### src/rtl/scnn_sparse_compressor.sv
// scnn_sparse_compressor
//   Packs a dense activation tile (one DW-bit element per cycle) into
//   chunks of up to MAX_NZ non-zero values for the SCNN PE.
//   Each chunk carries the values, their dense indices relative to
//   offset_ipind, a raw count and a count padded to the PE's 4-wide fetch.
// Ports:
//   clk, rst                  clock, synchronous active-high reset
//   in_valid/in_ready/in_data/in_last   dense element stream
//   out_valid/out_ready       chunk handshake
//   compressed_inputs         packed non-zero values (slot 0 = first)
//   comp_indices_ips          per-slot dense index minus offset_ipind
//   num_nz_ips                count rounded up to a multiple of 4, min 4
//   num_nz_raw                true non-zero count
//   offset_ipind              dense index of the chunk's first element
//   out_last                  chunk closes the tile
//   err_overflow              sticky: tile ran past 256 elements
module scnn_sparse_compressor #(
  parameter int MAX_NZ = 16,
  parameter int DW     = 16,
  parameter int IW     = 8
) (
  input  logic                         clk,
  input  logic                         rst,
  input  logic                         in_valid,
  output logic                         in_ready,
  input  logic [DW-1:0]                in_data,
  input  logic                         in_last,
  output logic                         out_valid,
  input  logic                         out_ready,
  output logic [MAX_NZ-1:0][DW-1:0]    compressed_inputs,
  output logic [MAX_NZ-1:0][IW-1:0]    comp_indices_ips,
  output logic [IW-1:0]                num_nz_ips,
  output logic [IW-1:0]                num_nz_raw,
  output logic [IW-1:0]                offset_ipind,
  output logic                         out_last,
  output logic                         err_overflow
);

  localparam int SW = $clog2(MAX_NZ);

  typedef enum logic {FILL, EMIT} state_t;

  state_t                      state_q, state_d;
  logic [MAX_NZ-1:0][DW-1:0]   vals_q, vals_d;
  logic [MAX_NZ-1:0][IW-1:0]   idx_q, idx_d;
  logic [IW-1:0]               nz_cnt_q, nz_cnt_d;
  logic [IW-1:0]               dense_idx_q, dense_idx_d;
  logic [IW-1:0]               chunk_base_q, chunk_base_d;
  logic                        last_q, last_d;
  logic                        err_q, err_d;

  logic                        accept;
  logic [SW-1:0]               slot;
  logic [IW-1:0]               rounded;

  assign in_ready = !rst && (state_q == FILL);
  assign accept   = in_valid && in_ready;
  // nz_cnt never reaches MAX_NZ while filling, so the low bits address the slot
  assign slot     = nz_cnt_q[SW-1:0];

  always_comb begin
    state_d      = state_q;
    vals_d       = vals_q;
    idx_d        = idx_q;
    nz_cnt_d     = nz_cnt_q;
    dense_idx_d  = dense_idx_q;
    chunk_base_d = chunk_base_q;
    last_d       = last_q;
    err_d        = err_q;

    case (state_q)
      FILL: begin
        if (accept) begin
          dense_idx_d = dense_idx_q + IW'(1);
          if (dense_idx_q == '1 && !in_last) err_d = 1'b1;
          if (in_data != '0) begin
            vals_d[slot] = in_data;
            idx_d[slot]  = dense_idx_q - chunk_base_q;
            nz_cnt_d     = nz_cnt_q + IW'(1);
          end
          // A full chunk coinciding with in_last emits once, as the tile's last
          if (nz_cnt_d == IW'(MAX_NZ) || in_last) begin
            state_d = EMIT;
            last_d  = in_last;
          end
        end
      end
      EMIT: begin
        if (out_ready) begin
          vals_d   = '0;
          idx_d    = '0;
          nz_cnt_d = '0;
          if (last_q) begin
            dense_idx_d  = '0;
            chunk_base_d = '0;
          end else begin
            chunk_base_d = dense_idx_q;
          end
          last_d  = 1'b0;
          state_d = FILL;
        end
      end
      default: state_d = FILL;
    endcase
  end

  always_ff @(posedge clk) begin
    if (rst) begin
      state_q      <= FILL;
      vals_q       <= '0;
      idx_q        <= '0;
      nz_cnt_q     <= '0;
      dense_idx_q  <= '0;
      chunk_base_q <= '0;
      last_q       <= 1'b0;
      err_q        <= 1'b0;
    end else begin
      state_q      <= state_d;
      vals_q       <= vals_d;
      idx_q        <= idx_d;
      nz_cnt_q     <= nz_cnt_d;
      dense_idx_q  <= dense_idx_d;
      chunk_base_q <= chunk_base_d;
      last_q       <= last_d;
      err_q        <= err_d;
    end
  end

  assign rounded = (nz_cnt_q + IW'(3)) & ~IW'(3);

  assign out_valid         = (state_q == EMIT);
  assign compressed_inputs = vals_q;
  assign comp_indices_ips  = idx_q;
  assign num_nz_raw        = nz_cnt_q;
  assign num_nz_ips        = (nz_cnt_q == '0) ? IW'(4) : rounded;
  assign offset_ipind      = chunk_base_q;
  assign out_last          = last_q;
  assign err_overflow      = err_q;

endmodule

### config.mk
export PLATFORM = sky130hd
export DESIGN_NAME = scnn_sparse_compressor
export DESIGN_NICKNAME = d
export VERILOG_FILES = /design/src/rtl/scnn_sparse_compressor.sv
export SDC_FILE = /design/constraint.sdc
export NUM_CORES = 1
export LEC_CHECK = 0
export CAP_MARGIN = 20
export CORE_ASPECT_RATIO = 0.75
export CORE_MARGIN = 2
export CORE_UTILIZATION = 35
export DETAILED_ROUTE_END_ITERATION = 8
export MAX_ROUTING_LAYER = met4
export SLEW_MARGIN = 20
export SYNTH_ARGS = -nofsm -noshare
export SYNTH_HDL_FRONTEND = slang
export SYNTH_SLANG_ARGS = --single-unit
### constraint.sdc
create_clock -name clk -period 2.6 [get_ports clk]
set_input_delay 0.39 -clock clk [delete_from_list [all_inputs] [get_ports clk]]
set_output_delay 0.39 -clock clk [all_outputs]
set_load 0.02 [all_outputs]
== Word-level counts from Yosys, hierarchy flattened ==
Cells that the tools add are included.

* Add/sub/neg operators: 4
* Order comparisons: 2
* Equal/unequal tests: 6
* Multiplexer cells: 33
* Bitwise operators: 1
* Reductions and logical operators: 14

{| class="wikitable"
|+ Operators by type and width
! cell !! number
|-
| two-way mux 256 bit || 3
|-
| one-hot mux 256 bit (2 select lines) || 1
|-
| two-way mux 128 bit || 3
|-
| bitwise mux 256 bit || 1
|-
| one-hot mux 128 bit (2 select lines) || 1
|-
| bitwise mux 128 bit || 1
|-
| two-way mux 8 bit || 10
|-
| demux 16 bit (select 4 bit) || 1
|-
| demux 8 bit (select 4 bit) || 1
|-
| one-hot mux 8 bit (2 select lines) || 2
|-
| adder 8 x 1 -> 8 bit (second input constant) || 2
|-
| two-way mux 16 bit || 1
|-
| nonzero test 16 bit || 1
|-
| AND reduction 3 bit || 3
|-
| adder 8 x 2 -> 8 bit (second input constant) || 1
|-
| == test 8 x 5 -> 1 bit (second input constant) || 1
|-
| == test 8 bit (second input constant) || 1
|-
| logical NOT 8 bit || 1
|-
| subtractor 8 bit || 1
|-
| two-way mux 1 bit || 6
|-
| < comparator 4 x 5 -> 1 bit (second input constant) || 1
|-
| >= comparator 4 x 1 -> 1 bit (second input constant) || 1
|-
| logical AND 1 bit || 4
|-
| != test 2 x 1 -> 1 bit (second input constant) || 2
|-
| 6 further kinds || 10
|}

* Register bits after elaboration: 411
* Input bits: 21
* Word-level logic and storage cells: 98

== Longest topological paths before layout ==
* Depth after elaboration: 10
* Depth in mapped cells: 10
* Mapped depth without buffers: 9

== Worst setup path before layout ==
No wires, ideal clock.

* Path kind: reg2reg
* From: reg chunk_base_q[0], in the netlist offset_ipind[0]
* To: reg idx_q, in the netlist comp_indices_ips[46]
* Library setup time: 0.117 ns
* Arrival time: 2.189 ns
* Data required time: 2.483 ns
* Path slack: 0.294 ns
* Cell stages (with the launch flop): 10
* Buffers on the path: 1
* Period minus slack after synthesis: 2.306 ns
* Cell sequence: dfxtp_1 ha_1 inv_1 fa_1 a21o_1 a21oi_1 or4_1 nand3_1 clkbuf_1 a22o_1

* Longest elaborated chain between the ends: 5

{| class="wikitable"
|+ Ends and longest elaborated chain
! element !! line !! RTL
|-
| from (decl) || 48 || <nowiki>logic [IW-1:0] chunk_base_q, chunk_base_d;</nowiki>
|-
| from (signal assigned) || 123 || <nowiki>chunk_base_q <= chunk_base_d;</nowiki>
|-
| subtractor 8 bit || 78 || <nowiki>idx_d[slot] = dense_idx_q - chunk_base_q;</nowiki>
|-
| bitwise mux 128 bit || 78 ||
|-
| two-way mux 128 bit || 76 || <nowiki>if (in_data != '0) begin</nowiki>
|-
| two-way mux 128 bit || 73 || <nowiki>if (accept) begin</nowiki>
|-
| one-hot mux 128 bit (2 select lines) || 71 || <nowiki>case (state_q)</nowiki>
|-
| to (signal assigned) || 120 || <nowiki>idx_q <= idx_d;</nowiki>
|-
| to (decl) || 45 || <nowiki>logic [MAX_NZ-1:0][IW-1:0] idx_q, idx_d;</nowiki>
|}

Every way passes these cells. The select of a mux whose other input is x is not followed.
A chain may end at the register's enable or synchronous reset.

== Final worst setup path ==
* From: in in_data[3]
* To: reg vals_q, in the netlist compressed_inputs[94]

* Longest elaborated chain between the ends: 3

{| class="wikitable"
|+ Ends and longest elaborated chain
! element !! line !! RTL
|-
| from (decl) || 26 || <nowiki>input logic [DW-1:0] in_data,</nowiki>
|-
| nonzero test 16 bit || 76 ||
|-
| != test 2 x 1 -> 1 bit (no source line) || - ||
|-
| AND reduction 3 bit (no source line) || - ||
|-
| to (signal assigned) || 119 || <nowiki>vals_q <= vals_d;</nowiki>
|-
| to (decl) || 44 || <nowiki>logic [MAX_NZ-1:0][DW-1:0] vals_q, vals_d;</nowiki>
|}

Every way passes these cells.

==> run_results.csv <==
group,metric,value,unit
routing,ant_nets,0,
floorplan,coreArea,43300,µm²
layout,syn2layout_area_growth,46.2,%
timing,grt_setup_unrepaired,"no",
timing,period_share,0.984,
cts,clock_sink_count,411,
grt,first_global_vias,13600,
pwr,share_seq_of_total_power,0.463,
grt,grt_busiest_layer,"met2",
timing,timing.final.max_slew_violations,0,
floorplan,die_width,246,µm
job,maxCapViolCount,0,
layout,layout-drive-gt1-share,0.114,
routing,drc_violations_left,0,
grt,met1_usage,0.379,
timing,crit_path_time_final,2.56,ns
timing,max_freq,0.391,GHz
cts,worstSkewPairLatency,0.55,ns
pwr,internal_power,10.5,mW
routing,iter_0_drt_violations,1486,
setup_path,critPathSlowestCell,"sky130_fd_sc_hd__nor4_2",
layout,layout.filler_cells,3936,
setup_path,worst-r2r-cell-count,8,
timing,worst-slew-pin-transition,1.02,ns
setup_path,cp_common_cell,"sky130_fd_sc_hd__buf_4",
cts,clock_tree.buffer_depth,3,
place,detail_placement_hpwl,42.1,mm
floorplan,effective_utilization_at_floorplan,0.355,
logic_synthesis,synth_cell_type_count,59,
layout,post-route-util,0.518,
routing,routed_wirelength_normalized_by_instance_count,23.6,µm
timing,slew-limit-headroom,0.318,
logic_synthesis,postSynth.topFlopCell,"sky130_fd_sc_hd__dfxtp_1",
logic_synthesis,synthesis_warning_total,0,
layout,num_antenna_cells,0,
setup_path,critPathMaxStageDelay,0.61,ns
floorplan,die-area,45500,µm²
logic_synthesis,ys_seq_area_frac,0.536,
cts,root_buffer,"sky130_fd_sc_hd__clkbuf_16",
cts,cts_buffers,43,
grt,globalRoute.totalOverflow,0,
floorplan,core.rowCount,66,
logic_synthesis,avgSynthCellArea,9.48,µm²
logic_synthesis,async_reset_ff_frac,0,
cts,cts_tree,"done",
setup_path,endpoint_kind,"flop",
min_path,hold-path-cell-count,2,
layout,final-seq-area,8230,µm²
timing,count_of_endpoints_failing_hold_in_the_final_timing_report,0,
timing,final.setup_skew,0.0166,ns
timing,report.final.setup_viol,0,
pwr,power_density_relative_to_cell_area,610,nW/µm²
setup_path,arrival,3.03,ns
pwr,power_leakage,8.13,nW
pwr,sw_frac_of_total,0.234,
min_path,holdCritPathClass,"primary input to flop",
status,run_status,"finished, final reports clean",
grt,grt.met3_usage,0.0627,
timing,hold_slack,0.0600,ns
routing,routed_wl,62.5,mm
setup_path,required_time_of_the_critical_path,3.07,ns
pwr,max-vdd-ir-drop,0.000461,V
grt,use_met2,0.396,
cts,cts_htree_levels,2,
pwr,switching_power_of_the_nets,3.20,mW
grt,gr-usage-all-layers,0.271,
grt,number_of_antenna_violations_at_the_first_check_in_global_routing,5,
logic_synthesis,syn-instance-count,1619,
setup_path,cp_launch_type,"primary input",
pwr,clockPowerShare,0.474,
setup_path,path_class,"primary input to flop",
cts,clkTransAtPathRegs,0.06,ns
logic_synthesis,synth_enable_flop_cells,0,
logic_synthesis,synth_area,15300,µm²
logic_synthesis,ys_seq_elements,411,
setup_path,cp_max_fo,38,
cts,holdBufCountCts,0,
routing,drt_pre_antenna_iters,5,
place,port_buffers,430,
grt,grt_first_pass_wirelength,90.6,mm
layout,multi_input_area,6320,µm²
routing,avgViaCountPerCell,5.48,
grt,grt_max_degree,177,
place,place_congestion,0.879,
floorplan,ios,433,
pwr,gate_power_share,0.062,
routing,detailroute.via_count,14500,
layout,final_net_count,2080,
floorplan,dieHeight,185,µm
setup_path,crit_path_cell_trace,"clkdlybuf4s50_1 > nor4_2 > buf_4 > a41oi_4 > buf_12 > o21ai_2 > buf_4 > a22oi_1 > nor2_1",
## placed cells by master (no fill, tap or decap), types with 5 or more instances in the layout
cell / instances
sky130_fd_sc_hd__clkdlybuf4s50_1: 424
sky130_fd_sc_hd__dfxtp_1: 409
sky130_fd_sc_hd__nor2_1: 356
sky130_fd_sc_hd__a22oi_1: 305
sky130_fd_sc_hd__buf_4: 100
sky130_fd_sc_hd__clkbuf_16: 44
sky130_fd_sc_hd__a22o_1: 32
sky130_fd_sc_hd__nand2_1: 29
sky130_fd_sc_hd__buf_12: 28
sky130_fd_sc_hd__a21oi_1: 22
sky130_fd_sc_hd__nand3_1: 20
sky130_fd_sc_hd__nor2b_1: 17
sky130_fd_sc_hd__a2bb2oi_1: 17
sky130_fd_sc_hd__o31ai_1: 17
sky130_fd_sc_hd__inv_1: 16
sky130_fd_sc_hd__and3_1: 16
sky130_fd_sc_hd__a32oi_1: 16
sky130_fd_sc_hd__nand3b_1: 16
sky130_fd_sc_hd__ha_1: 14
sky130_fd_sc_hd__and2_1: 11
sky130_fd_sc_hd__clkbuf_8: 10
sky130_fd_sc_hd__a21o_1: 9
sky130_fd_sc_hd__o21ai_2: 8
sky130_fd_sc_hd__o21ai_0: 7
sky130_fd_sc_hd__nor3_1: 7
sky130_fd_sc_hd__nor4_1: 7
sky130_fd_sc_hd__clkinv_2: 7
sky130_fd_sc_hd__clkbuf_1: 7
sky130_fd_sc_hd__a311oi_1: 6
sky130_fd_sc_hd__xor2_1: 5
sky130_fd_sc_hd__and3_4: 5
sky130_fd_sc_hd__bufinv_16: 5
## sequential cells by signal, indices dropped and copies added (netlist names)
signal and count:
comp_indices_ips 128, compressed_inputs 256, dense_idx_q 8, err_overflow 1, num_nz_raw 8, offset_ipind 8, out_last 1, out_valid 1
## critical path: cells and delay by family
kind                   cells  cell delay [ns]
buffers and inverters      4             1.19
AOI/OAI and AO/OA          3             0.70
and+or+nand+nor            2             0.73
## routing by layer
layer,vias to the layer above,wire length (µm)
met5,-,0
met4,0,1080
met3,82,5930
met2,655,27300
met1,7144,28200
li1,6646,-
## power groups by stage
stage | Combinational (mW) | Sequential [mW] | Clock [mW]
finish | 0.852 | 6.34 | 6.49
global route | 0.892 | 6.34 | 6.84
CTS | 0.841 | 6.34 | 6.56
detailed placement | 0.838 | 6.48 | 0
global placement | 0.830 | 6.48 | 0
floorplan | 0.398 | 6.51 | 0
## per-stage QoR
stage	setup TNS, ns	std cells	power, mW	setup slack, ns	instance area [µm²]
6_report	0	2653	13.7	0.0424	22400
5_1_grt	0	2653	14.1	0.00748	22400
4_1_cts	0	2653	13.7	0.0245	22400
3_5_place_dp	-177.88	2577	7.32	-0.663	20900
3_3_place_gp	-158.69	2577	7.31	-0.618	20900
2_1_floorplan	0	1620	6.90	0.294	15300
## path summary, 6_finish.rpt
path / from / to / slack [ns]
min: rst / dense_idx_q[7]$_SDFFE_PP0P_ / 0.06
max: in_data[3] / compressed_inputs[94]$_SDFFE_PP0P_ / 0.04
min reg2reg: comp_indices_ips[69]$_SDFFE_PP0P_ / comp_indices_ips[69]$_SDFFE_PP0P_ / 0.48
max reg2reg: dense_idx_q[0]$_SDFFE_PP0P_ / comp_indices_ips[98]$_SDFFE_PP0P_ / 0.09
## cell families after synthesis
logic type,Yosys count,synth area share
and+or+nand+nor,515,0.149
AOI/OAI and AO/OA,469,0.235
DFF,411,0.536
buffers and inverters,195,0.0587
adders and majority gates,15,0.0127
xor gates and xnor gates,11,0.00628
muxes,2,0.00139
other,1,0.000244
## cell type report
cell class / count / share of cell area
Timing Repair Buffer: 558 / 0.250
Clock inverter: 15 / 0.00976
Tap cell: 578 / 0.0322
Inverter: 16 / 0.00268
Multi-Input combinational cell: 1014 / 0.282
Sequential cell: 411 / 0.367
Clock buffer: 61 / 0.0564
## Yosys cell counts, types with 5 or more instances
master / number / area, µm²
sky130_fd_sc_hd__buf_2: 54 / 270
sky130_fd_sc_hd__and2_1: 12 / 75.1
sky130_fd_sc_hd__xnor2_1: 5 / 43.8
sky130_fd_sc_hd__a21o_1: 9 / 67.6
sky130_fd_sc_hd__nor2_1: 356 / 1340
sky130_fd_sc_hd__a2bb2oi_1: 17 / 149
sky130_fd_sc_hd__nor2b_1: 17 / 106
sky130_fd_sc_hd__o22ai_1: 8 / 50.1
sky130_fd_sc_hd__dfxtp_1: 411 / 8230
sky130_fd_sc_hd__clkbuf_1: 98 / 368
sky130_fd_sc_hd__buf_4: 19 / 143
sky130_fd_sc_hd__a32oi_1: 16 / 140
sky130_fd_sc_hd__a22o_1: 32 / 280
sky130_fd_sc_hd__xor2_1: 6 / 52.6
sky130_fd_sc_hd__and3_4: 5 / 56.3
sky130_fd_sc_hd__nor4_1: 9 / 56.3
sky130_fd_sc_hd__o21ai_0: 7 / 35.0
sky130_fd_sc_hd__o31ai_1: 17 / 128
sky130_fd_sc_hd__inv_1: 16 / 60.1
sky130_fd_sc_hd__ha_1: 14 / 175
sky130_fd_sc_hd__nand2_1: 29 / 109
sky130_fd_sc_hd__nand3_1: 20 / 100
sky130_fd_sc_hd__nand3b_1: 16 / 120
sky130_fd_sc_hd__nor3_1: 9 / 45.0
sky130_fd_sc_hd__a311oi_1: 6 / 52.6
sky130_fd_sc_hd__o21ai_2: 8 / 70.1
sky130_fd_sc_hd__a22oi_1: 305 / 2290
sky130_fd_sc_hd__a21oi_1: 23 / 115
sky130_fd_sc_hd__and3_1: 16 / 100
## timing repair
item                       in CTS  in global routing
setup endpoints to repair      39                 37
pin swaps                       0                  1
gates resized for setup         6                  3
setup buffers                   0                  0
Note: power is estimated with default switching activity, not from simulation.
